`src/rtl/byte_to_word_packer.sv`:
```
`default_nettype none
// ============================================================================
// Module   : byte_to_word_packer
// Brief    : Packs an 8-bit valid/ready byte stream into registered 16-bit
//            words; s_last forces emission of a padded partial word.
//            Optional word/partial counters: BYTE_TO_WORD_PACKER_STATS_EN.
// Revision : 1.0 - initial release
// ============================================================================
module byte_to_word_packer #(
    parameter bit         MSB_FIRST = 1'b1,
    parameter logic [7:0] PAD_BYTE  = 8'h00
) (
    input  logic        clk,
    input  logic        rst_n,
    input  logic        s_valid,
    output logic        s_ready,
    input  logic [7:0]  s_data,
    input  logic        s_last,
    output logic        m_valid,
    input  logic        m_ready,
    output logic [15:0] m_data,
    output logic        m_partial
`ifdef BYTE_TO_WORD_PACKER_STATS_EN
    ,
    input  logic        stats_clr,
    output logic [31:0] words_out,
    output logic [15:0] partial_out
`endif
);

    typedef enum logic [0:0] {
        ST_EMPTY = 1'b0,
        ST_HALF  = 1'b1
    } state_t;

    state_t      r_state;
    state_t      w_state_nxt;
    logic [7:0]  r_hold;
    logic        r_m_valid;
    logic [15:0] r_m_data;
    logic        r_m_partial;

    logic        w_accept;
    logic        w_emit;
    logic        w_partial;
    logic        w_load_hold;
    logic [15:0] w_word;

    // Ready depends only on registered state and m_ready, never on s_valid.
    assign s_ready   = rst_n && (!r_m_valid || m_ready);
    assign w_accept  = s_valid && s_ready;

    assign m_valid   = r_m_valid;
    assign m_data    = r_m_data;
    assign m_partial = r_m_partial;

    always_ff @(posedge clk or negedge rst_n) begin
        if (!rst_n) begin
            r_state <= ST_EMPTY;
        end else begin
            r_state <= w_state_nxt;
        end
    end

    always_comb begin
        w_state_nxt = r_state;
        w_emit      = 1'b0;
        w_partial   = 1'b0;
        w_load_hold = 1'b0;
        w_word      = r_m_data;
        if (w_accept) begin
            case (r_state)
                ST_EMPTY: begin
                    if (s_last) begin
                        w_emit    = 1'b1;
                        w_partial = 1'b1;
                        w_word    = MSB_FIRST ? {s_data, PAD_BYTE} : {PAD_BYTE, s_data};
                    end else begin
                        w_load_hold = 1'b1;
                        w_state_nxt = ST_HALF;
                    end
                end
                ST_HALF: begin
                    w_emit      = 1'b1;
                    w_word      = MSB_FIRST ? {r_hold, s_data} : {s_data, r_hold};
                    w_state_nxt = ST_EMPTY;
                end
            endcase
        end
    end

    always_ff @(posedge clk or negedge rst_n) begin
        if (!rst_n) begin
            r_hold <= 8'h00;
        end else if (w_load_hold) begin
            r_hold <= s_data;
        end
    end

    // A new word overwrites one transferring on the same edge, so no bubble.
    always_ff @(posedge clk or negedge rst_n) begin
        if (!rst_n) begin
            r_m_valid   <= 1'b0;
            r_m_data    <= 16'h0000;
            r_m_partial <= 1'b0;
        end else if (w_emit) begin
            r_m_valid   <= 1'b1;
            r_m_data    <= w_word;
            r_m_partial <= w_partial;
        end else if (m_ready) begin
            r_m_valid   <= 1'b0;
        end
    end

`ifdef BYTE_TO_WORD_PACKER_STATS_EN
    logic        w_xfer;
    logic [31:0] r_words;
    logic [15:0] r_partials;

    assign w_xfer      = r_m_valid && m_ready;
    assign words_out   = r_words;
    assign partial_out = r_partials;

    // Clear has priority over a coincident transfer; counters saturate.
    always_ff @(posedge clk or negedge rst_n) begin
        if (!rst_n) begin
            r_words    <= 32'd0;
            r_partials <= 16'd0;
        end else if (stats_clr) begin
            r_words    <= 32'd0;
            r_partials <= 16'd0;
        end else if (w_xfer) begin
            if (r_words != 32'hFFFF_FFFF) begin
                r_words <= r_words + 32'd1;
            end
            if (r_m_partial && (r_partials != 16'hFFFF)) begin
                r_partials <= r_partials + 16'd1;
            end
        end
    end
`endif

endmodule
`default_nettype wire

```
`config.mk`:
```
export PLATFORM = sky130hd
export DESIGN_NAME = byte_to_word_packer
export DESIGN_NICKNAME = d
export VERILOG_FILES = /design/src/rtl/byte_to_word_packer.sv
export SDC_FILE = /design/constraint.sdc
export NUM_CORES = 1
export LEC_CHECK = 0
export ABC_AREA = 1
export BUFFER_PORTS_ARGS = -buffer_cell sky130_fd_sc_hd__clkbuf_2
export CORE_MARGIN = 3
export CORE_UTILIZATION = 50
export DETAILED_ROUTE_END_ITERATION = 8
export PLACE_DENSITY_LB_ADDON = 0.05
export RECOVER_POWER = 100
export SLEW_MARGIN = 30
export SYNTH_ARGS = -nofsm -noshare
export SYNTH_HDL_FRONTEND = slang
export SYNTH_SLANG_ARGS = --single-unit
```
`constraint.sdc`:
```
create_clock -name clk -period 1.3 [get_ports clk]
set_input_delay 0.26 -clock clk [delete_from_list [all_inputs] [get_ports clk]]
set_output_delay 0.26 -clock clk [all_outputs]
set_load 0.02 [all_outputs]
```
==> results by group, run 1 <==
Power
  – Reg power frac: 0.497
  – Clock power frac: 0.144
  – Net Sw Frac: 0.3933
  – Comb pwr share: 0.360
  – Internal: 0.001453 W
  – Max VDD drop: 990.7 uV
  – Sw power: 0.0009422 W
  – PwrDens: 1538 nW/um^2
  – Leakage power: 0.8482 nW

Place
  – GP Congestion: 0.8446
  – Worst slack, placed: 0.09249 ns
  – Port Buffer Count: 31
  – DP HPWL: 2263 um

Yosys
  – Mapped Nets: roughly 160
  – Yosys Warn Count: 0
  – Flops & latches, synth: 27
  – Yosys top cell area share: 0.5315
  – Netlist Area Pre-Place: 1271 um^2
  – Count of cell types in the netlist: 14
  – Main area contributors after synthesis: dfrtp_1 (53%), nand2_1 (23%), nand4_1 (12%), buf_6 (1.8%), nand4_4 (1.7%)
  – Cell taking the most area after synthesis: dfrtp_1
  – Mapped Avg Cell Area: between 8 and 9 um^2
  – Seq/Total Area, Yosys: 0.5315
  – Mapped Cells: about 150

STA
  – Fin worst setup slack: -0.03149 ns
  – Fin. Hold Viols: 0
  – Pins over their slew limit: 0
  – Setup TNS: -0.05300 ns
  – Final setup fails: 2
  – Highest Clock Rate: 751.0 MHz
  – Worst slew pin tran: 0.3450 ns
  – Min Clock Period, post-route: roughly 1.3 ns
  – Clock skew: between 0.0006 and 0.0007 ns
  – Worst hold slack: between 0.15 and 0.2 ns
  – Max_slew headroom: 0.7700
  – RSZ-0062 raised after global routing: true
  – Final period util: 1.024

Clock tree
  – H-tree Lvls: 1
  – TritonCTS clock tree: yes
  – Clock sink total: 27
  – Worst-Skew Late Latency: 0.31 ns
  – Number of buffers created by CTS: 3
  – Root Buffer: clkbuf_4
  – Longest Clk Path Bufs: 2
  – Clock transition at path regs: approximately 0.13 ns

Routing
  – First-pass DRT Iterations: 4
  – Drc violations: 0
  – Post-route ant nets: 0
  – Vias/cell: 5.624
  – Final WL: 3331 um
  – Initial DRC Count: 53
  – Via count: 1226
  – Routed wire per std cell: between 15 and 20 um

Final layout
  – Most common cell after layout, fill and taps aside: nand2_1
  – Area Overhead vs Synth: 22.54%
  – Share of layout cells above drive strength 1: 0.2105
  – Commonest cells after routing, fill and taps aside: nand2_1 (77), dfrtp_1 (27), nand4_1 (26)
  – Final net count: 204
  – Antenna cells: 0
  – Final design utilization: 0.6719

Global route
  – Vias in the first global route: 1129
  – Tot GR Track Use: 0.2087
  – First-pass GRT wire length: 5244 um
  – Pin count of the biggest net entering global routing: 27
  – Grt total ovfl: 0
  – Initial antenna violation count: 0

Status
  – Failing checks: negative setup slack
  – Status: finished with violations

Die
  – Chip Height: between 50 and 60 um
  – Die X: between 50 and 60 um
  – Initial Util: 0.5483
  – I/O pin cnt: 32
  – Die footprint: 3183 um^2
  – Cell Rows: 17
  – Core Box Area: ~2300 um^2

Critical path
  – CP max FO: 2
  – CP startpoint kind: flop
  – Crit end category: primary output
  – Setup CP Type: reg -> out
  – Worst Path Required: roughly 1.0 ns
  – Worst EP arrival: 1.07 ns
  – Worst reg-to-reg setup slack: 0 ns

Min path
  – Hold crit path type: in -> reg

Run
  – Max cap viols: 0
-- worst paths after layout --
kind                                start    endpoint  depth (start not counted)
worst min register to register  m_data[2]   m_data[2]                          2
worst max-delay path              m_valid     s_ready                          2
max in group asynchronous           rst_n  m_data[14]                          3
worst max register to register    m_valid   r_hold[0]                          5
worst min-delay path            s_data[3]   r_hold[3]                          3
min in group asynchronous           rst_n   m_partial                          3
-- synth_stat cells, drive strengths merged --
master,number
buf,6
nand2,80
nand4,27
dfrtp,27
nor2,1
a21oi,1
clkbuf,2
inv,4
-- cells by family (layout without fill, tap and decap cells) --
group                  after synthesis  after routing  share of synthesized area
AOI/OAI and AO/OA                    1              1                    0.01280
and+or+nand+nor                    108            111                     0.4006
buffers and inverters               12             51                    0.05512
DFF                                 27             27                     0.5315
-- what timing repair did --
action                                  CTS  global route
gates cloned                              0             3
pin swaps                                 2             3
gates resized for setup                   3             8
hold buffers                              1             0
endpoints found under the setup margin    1            27
setup buffers                             2             0
endpoints found under the hold margin    27             0
-- power by group through the flow --
stage	Clock [W]	Sequential, W	Combinational [W]
after detailed placement	0	0.00120	0.000856
after global routing	0.000392	0.00122	0.000957
after floorplan	0	0.00136	0.000371
after CTS	0.000367	0.00119	0.000876
final	0.000344	0.00119	0.000862
after global placement	0	0.00119	0.000831
-- metal layers --
metal  vias to the layer above  GRT usage  wire length (um)
met1                       581     0.2773              1488
met5                         -          0                 0
li1                        588          -                 -
met2                        51     0.3449              1600
met3                         6    0.02529               196
met4                         0    0.08136                46
-- critical path, cell delays in order, from the launching register on --
cell and delay, ns:
dfrtp_1 0.44, a21oi_4 0.19, buf_8 0.13
-- area by class of cell --
class                   instances  area [um^2]
fillers                       212        760.7
inverters                       4        15.01
flip-flops and latches         27        675.6
clock buffers                   4        26.28
well taps                      28        35.03
repair buffers                 43        230.2
multi-input cells             112        575.6
-- stage by stage --
step	cells	power, W	instance area (um^2)
floorplan	148	0.001735	1271
global placement	208	0.002022	1474
detailed placement	208	0.002059	1474
CTS	215	0.002430	1536
global route	218	0.002570	1558
finish	218	0.002395	1558
-- state kept, by name, summed over array words and instances (netlist names) --
| register | flops |
|---|---|
| m_data | 16 |
| m_partial | 1 |
| m_valid | 1 |
| r_hold | 8 |
| r_state | 1 |
Note: power is estimated with default switching activity, not from simulation.
==> run 2: changes to the inputs <==
- SKIP_CTS_REPAIR_TIMING: default -> 1
==> run 2 against run 1 <==
The run still ends with negative setup slack left. Critical path depth did not move. Register-to-register slack improved by 0.04 ns. Total power fell by 1.7%. Sequential cell count did not move. Cell area fell by 4.3%. Worst hold slack got worse by 0.0037 ns. Worst setup slack improved by 0.0072 ns. Fmax rose by 0.54%. Sequential power barely moved. Global-route usage fell by 0.48 points. Critical path type unchanged. Largest cell class unchanged.
==> results by group, run 2 (same netlist as run 1, synthesis figures left out) <==
Status
  – Status: finished with violations
  – Failing checks: negative setup slack

Routing
  – Vias/cell: 5.479 (-2.6%)
  – Top routing layer in use: met4
  – Initial DRC Count: 36 (-32%)
  – Final WL: 3136 um (-5.9%)
  – Drc violations: 0 (unchanged)
  – Routed wire per std cell: 14.72 um (-3.6%)
  – First-pass DRT Iterations: 4 (unchanged)
  – Metal3 WL: 144 um (-27%)
  – Via count: 1167 (-4.8%)
  – Metal-1 WL: 1462 um (-1.7%)
  – Detail Route met2 WL: 1489 um (-6.9%)
  – Post-route ant nets: 0 (unchanged)

STA
  – Final period util: 1.019 (-0.005514)
  – Clock skew: 0.001302 ns (+0.0006129 ns)
  – RSZ-0062 raised after global routing: true
  – Fin worst setup slack: -0.02432 ns (+0.007168 ns)
  – Final setup fails: 1 (-1)
  – Pins over their slew limit: 0 (unchanged)
  – Worst slew pin tran: 0.7542 ns (+0.4092 ns)
  – Max_slew headroom: 0.4972 (-0.2728)
  – Min Clock Period, post-route: 1.324 ns (-0.007168 ns)
  – Fin. Hold Viols: 0 (unchanged)
  – Setup TNS: -0.02432 ns (+0.02867 ns)
  – Highest Clock Rate: 755.1 MHz (+0.54%)

Global route
  – Vias in the first global route: 1122 (-0.62%)
  – Pin count of the biggest net entering global routing: 27 (unchanged)
  – Tot GR Track Use: 0.2039 (-0.004831)
  – First-pass GRT wire length: 5154 um (-1.7%)
  – Grt total ovfl: 0 (unchanged)
  – Initial antenna violation count: 0 (unchanged)

Final layout
  – Most common cell after layout, fill and taps aside: nand2_1
  – Share of layout cells above drive strength 1: 0.1784 (-0.03215)
  – Antenna cells: 0 (unchanged)
  – Max reg flops: 16 (unchanged)
  – Non-Filler Instances: 213 (-2.3%)
  – Final net count: 199 (-2.5%)
  – Area Overhead vs Synth: 17.32%
  – Commonest cells after routing, fill and taps aside: nand2_1 (79), dfrtp_1 (27), nand4_1 (25)

Critical path
  – Setup CP Type: reg -> out
  – CP startpoint kind: flop
  – Worst EP arrival: 1.06 ns (about the same)
  – Crit end category: primary output
  – Worst Path Required: 1.04 ns (about the same)
  – CP max FO: 3 (+1)

Clock tree
  – Number of buffers created by CTS: 3 (unchanged)
  – Longest Clk Path Bufs: 2 (unchanged)
  – H-tree Lvls: 1 (unchanged)
  – Worst-Skew Late Latency: 0.31 ns (about the same)
  – Clock sink total: 27 (unchanged)
  – TritonCTS clock tree: yes
  – Root Buffer: clkbuf_4
  – Clock transition at path regs: 0.13 ns (about the same)

Power
  – Design Power: 0.002355 W (-1.7%)
  – PwrDens: 1579 nW/um^2 (+2.7%)
  – Leakage power: 0.8184 nW (-3.5%)
  – Max VDD drop: 994.3 uV (+0.36%)

Die
  – Initial Util: 0.5483 (unchanged)
  – Die X: 56.42 um (unchanged)
  – Chip Height: 56.42 um (unchanged)
  – Die footprint: 3183 um^2 (unchanged)
  – Cell Rows: 17 (unchanged)
  – I/O pin cnt: 32 (unchanged)
  – Core Box Area: 2318 um^2 (unchanged)

Min path
  – Hold crit path type: in -> async

Place
  – Placed cell count: 208 (unchanged)
  – Port Buffer Count: 31 (unchanged)
  – DP HPWL: 2263 um (unchanged)
  – GP Congestion: 0.8446 (unchanged)

Run
  – Max cap viols: 0 (unchanged)
[run 2: cell count changes in the layout (fill, tap and decap cells not counted), sizes merged]
cell         before  now
clkbuf           35   36
buf              11    8
dlygate4sd3       1    0
nand4            30   28
[run 2: per-stage QoR]
step	hold slack, ns	instance area [um^2]	utilization	worst slack, ns
final	0.1886	1491	0.6433	-0.02432
after global routing	0.1816	1491	0.6433	-0.08764
after CTS	-0.03051	1500	0.6471	-0.1193
after detailed placement	0.3276	1474	0.6357	0.09249
after global placement	0.3139	1474	0.6357	0.1416
after floorplan	-0.03559	1271	-	0.1142
[run 2: final timing paths]
check	slack [ns]	to	depth (start not counted)	from
worst max-delay path	-0.02	s_ready	2	m_valid
worst min register to register	0.48	m_data[2]	2	m_data[2]
worst max register to register	0.04	r_hold[2]	4	m_valid
max in group asynchronous	0.64	m_data[15]	2	rst_n
min in group clk	0.19	r_hold[3]	3	s_data[3]
worst min-delay path	0.19	m_partial	2	rst_n
[run 2: critical path: stages, from the launching register on]
cell and delay, ns:
dfrtp_1 0.44, a21oi_4 0.17, buf_6 0.14
[run 2: per-layer routing]
| layer | GRT usage | vias to the layer above |
|---|---|---|
| met4 | 0.09492 | 0 |
| met5 | 0 | - |
| met1 | 0.2699 | 559 |
| li1 | - | 570 |
| met2 | 0.3284 | 34 |
| met3 | 0.02759 | 4 |
[run 2: area by class of cell]
type                            instances  area [um^2]
Timing Repair Buffer                   40        201.4
Fill cell                             220        827.0
Inverter                                4        15.01
Tap cell                               28        35.03
Sequential cell                        27        675.6
Clock buffer                            4        26.28
Multi-Input combinational cell        110        538.0
[run 2: power by group]
| group | leakage (nW) | switching (W) | internal [W] |
|---|---|---|---|
| clock network | 0.0150 | 0.000228 | 0.000120 |
| registers | 0.345 | 0.000126 | 0.00106 |
| logic | 0.459 | 0.000567 | 0.000255 |
==> run 3: changes to the inputs <==
- CORE_UTILIZATION: 50 -> 35
==> run 3 against run 2 <==
The run still ends with negative setup slack left. Sequential share of layout area shrank 1.7 points. Fmax shrank 3.3%. Clock skew grew 0.0074 ns. Sequential cell count is the same. Wire length is essentially flat. Via count shrank 2.0%. Highest routed layer unchanged.
==> results by group, run 3 (same netlist as run 1, synthesis figures left out) <==
STA
  – Clock skew: 0.008679 ns (+0.007377 ns)
  – Setup TNS: -0.06902 ns (-0.04470 ns)
  – Fin. Hold Viols: 0 (unchanged)
  – Min Clock Period, post-route: 1.369 ns (+0.04470 ns)
  – Pins over their slew limit: 0 (unchanged)
  – Worst slew pin tran: 0.6174 ns (-0.1368 ns)
  – Highest Clock Rate: 730.4 MHz (-3.3%)
  – Fin worst setup slack: -0.06902 ns (-0.04470 ns)
  – Max_slew headroom: 0.5884 (+0.09119)
  – Final period util: 1.053 (+0.03438)
  – Final setup fails: 1 (unchanged)
  – RSZ-0062 raised after global routing: true

Min path
  – Hold crit path type: in -> reg

Place
  – Placed Area: 1496 um^2 (+1.5%)
  – Worst slack, placed: 0.1154 ns (+0.02294 ns)
  – Placed cell count: 226 (+8.7%)
  – DP HPWL: 2231 um (-1.4%)
  – Port Buffer Count: 31 (unchanged)
  – GP Congestion: 0.7383 (-13%)

Routing
  – Via count: 1144 (-2.0%)
  – Routed wire per std cell: 13.47 um (-8.5%)
  – First-pass DRT Iterations: 4 (unchanged)
  – Final WL: 3139 um (about the same)
  – Initial DRC Count: 49 (+36%)
  – Drc violations: 0 (unchanged)
  – Post-route ant nets: 0 (unchanged)
  – Vias/cell: 4.910 (-10%)

Final layout
  – Area Overhead vs Synth: 21.85%
  – Max reg flops: 16 (unchanged)
  – Non-Filler Instances: 233 (+9.4%)
  – Final net count: 201 (+1.0%)
  – Area occupied by multi-input gates: 538.0 um^2 (unchanged)
  – Register area: 675.6 um^2 (unchanged)
  – FILL cells: 356 (+62%)
  – Most common cell after layout, fill and taps aside: nand2_1
  – Post-Layout Inst Area: 1549 um^2 (+3.9%)
  – Share of layout cells above drive strength 1: 0.2567 (+0.07831)
  – Final design utilization: 0.4535 (-0.1898)
  – Commonest cells after routing, fill and taps aside: nand2_1 (79), clkbuf_2 (27), dfrtp_1 (27)
  – Antenna cells: 0 (unchanged)

Clock tree
  – H-tree Lvls: 1 (unchanged)
  – Root Buffer: clkbuf_4
  – Worst-Skew Late Latency: 0.32 ns (about the same)
  – Longest Clk Path Bufs: 2 (unchanged)
  – Number of buffers created by CTS: 3 (unchanged)
  – Clock sink total: 27 (unchanged)
  – Clock transition at path regs: 0.15 ns (+0.02 ns)
  – TritonCTS clock tree: yes

Status
  – Failing checks: negative setup slack
  – Status: finished with violations

Global route
  – Most used routing layer: met2
  – Met2 usage: 0.2305 (-0.09790)
  – First-pass GRT wire length: 4940 um (-4.2%)
  – Grt total ovfl: 0 (unchanged)
  – Met3 usage: 0.02721 (-0.0003753)
  – Grt met1 use: 0.2135 (-0.05639)
  – Initial antenna violation count: 0 (unchanged)
  – Vias in the first global route: 1007 (-10%)
  – Pin count of the biggest net entering global routing: 27 (unchanged)
  – Tot GR Track Use: 0.1489 (-0.05492)

Power
  – PwrDens: 1534 nW/um^2 (-2.9%)
  – Leakage power: 0.8726 nW (+6.6%)
  – Max VDD drop: 600.8 uV (-40%)

Die
  – Core Box Area: 3416 um^2 (+47%)
  – Die footprint: 4391 um^2 (+38%)
  – Chip Height: 66.27 um (+17%)
  – Initial Util: 0.3722 (-0.1761)
  – Die X: 66.27 um (+17%)
  – Cell Rows: 21 (+4)
  – I/O pin cnt: 32 (unchanged)

Critical path
  – Crit path max-delay family: flip-flops
  – Worst Path Required: 1.04 ns (about the same)
  – CP max FO: 3 (unchanged)
  – Setup CP Type: reg -> out
  – Crit end category: primary output
  – Slowest cell on the critical path: dfrtp_1
  – CP startpoint kind: flop
  – Bufs and invs on worst path: 1 (unchanged)
  – Crit path largest cell delay: 0.45 ns (about the same)
  – Worst EP arrival: 1.11 ns (+0.05 ns)
  – Crit-path cells: a21oi_4 > buf_6

Run
  – Max cap viols: 0 (unchanged)
## run 3: cell types whose count changed in the layout (fill, tap and decap cells not counted), sizes merged
cell,change
buf,+1
clkbuf,-1
clkinv,+1
dlygate4sd3,+1
## run 3: per-stage QoR
stage / hold WS (ns) / power [W]
floorplan: -0.03559 / 0.001735
global placement: 0.2513 / 0.002037
detailed placement: 0.2544 / 0.002043
CTS: -0.1156 / 0.002412
global route: 0.1739 / 0.002561
finish: 0.1908 / 0.002377
## run 3: cell type report
type,instances,area share
clock buffer,3,0.01454
timing repair buffer,42,0.1519
multi-input combinational,110,0.3473
inverter,4,0.009693
sequential,27,0.4362
clock inverter,1,0.003231
tap,46,0.03716
## run 3: power by group
part / total, W / switching (W) / internal (W)
clock: 0.000355 / 0.000240 / 0.000115
sequential: 0.00118 / 0.000120 / 0.00106
combinational: 0.000842 / 0.000559 / 0.000283
## run 3: layer usage
| metal | part of all wire | routed length [um] |
|---|---|---|
| met5 | 0 | 0 |
| met3 | 0.051 | 159 |
| met4 | 0.0073 | 23 |
| met2 | 0.45 | 1425 |
| met1 | 0.49 | 1530 |
## run 3: worst reg2reg max path, cell delays in order (launching register included)
cell	delay (ns)
dfrtp_1	0.45
nand2_1	0.21
nand4_2	0.31
nand2_1	0.14
nand2_1	0.06
## run 3: worst paths after layout
path / depth (start not counted) / slack (ns) / start / endpoint
min: 3 / 0.19 / s_data[3] / r_hold[3]
min reg2reg: 2 / 0.49 / m_data[3] / m_data[3]
max in group asynchronous: 3 / 0.55 / rst_n / r_state
max: 2 / -0.07 / m_valid / s_ready
min in group asynchronous: 2 / 0.29 / rst_n / m_valid
max reg2reg: 4 / 0.03 / m_valid / m_data[15]
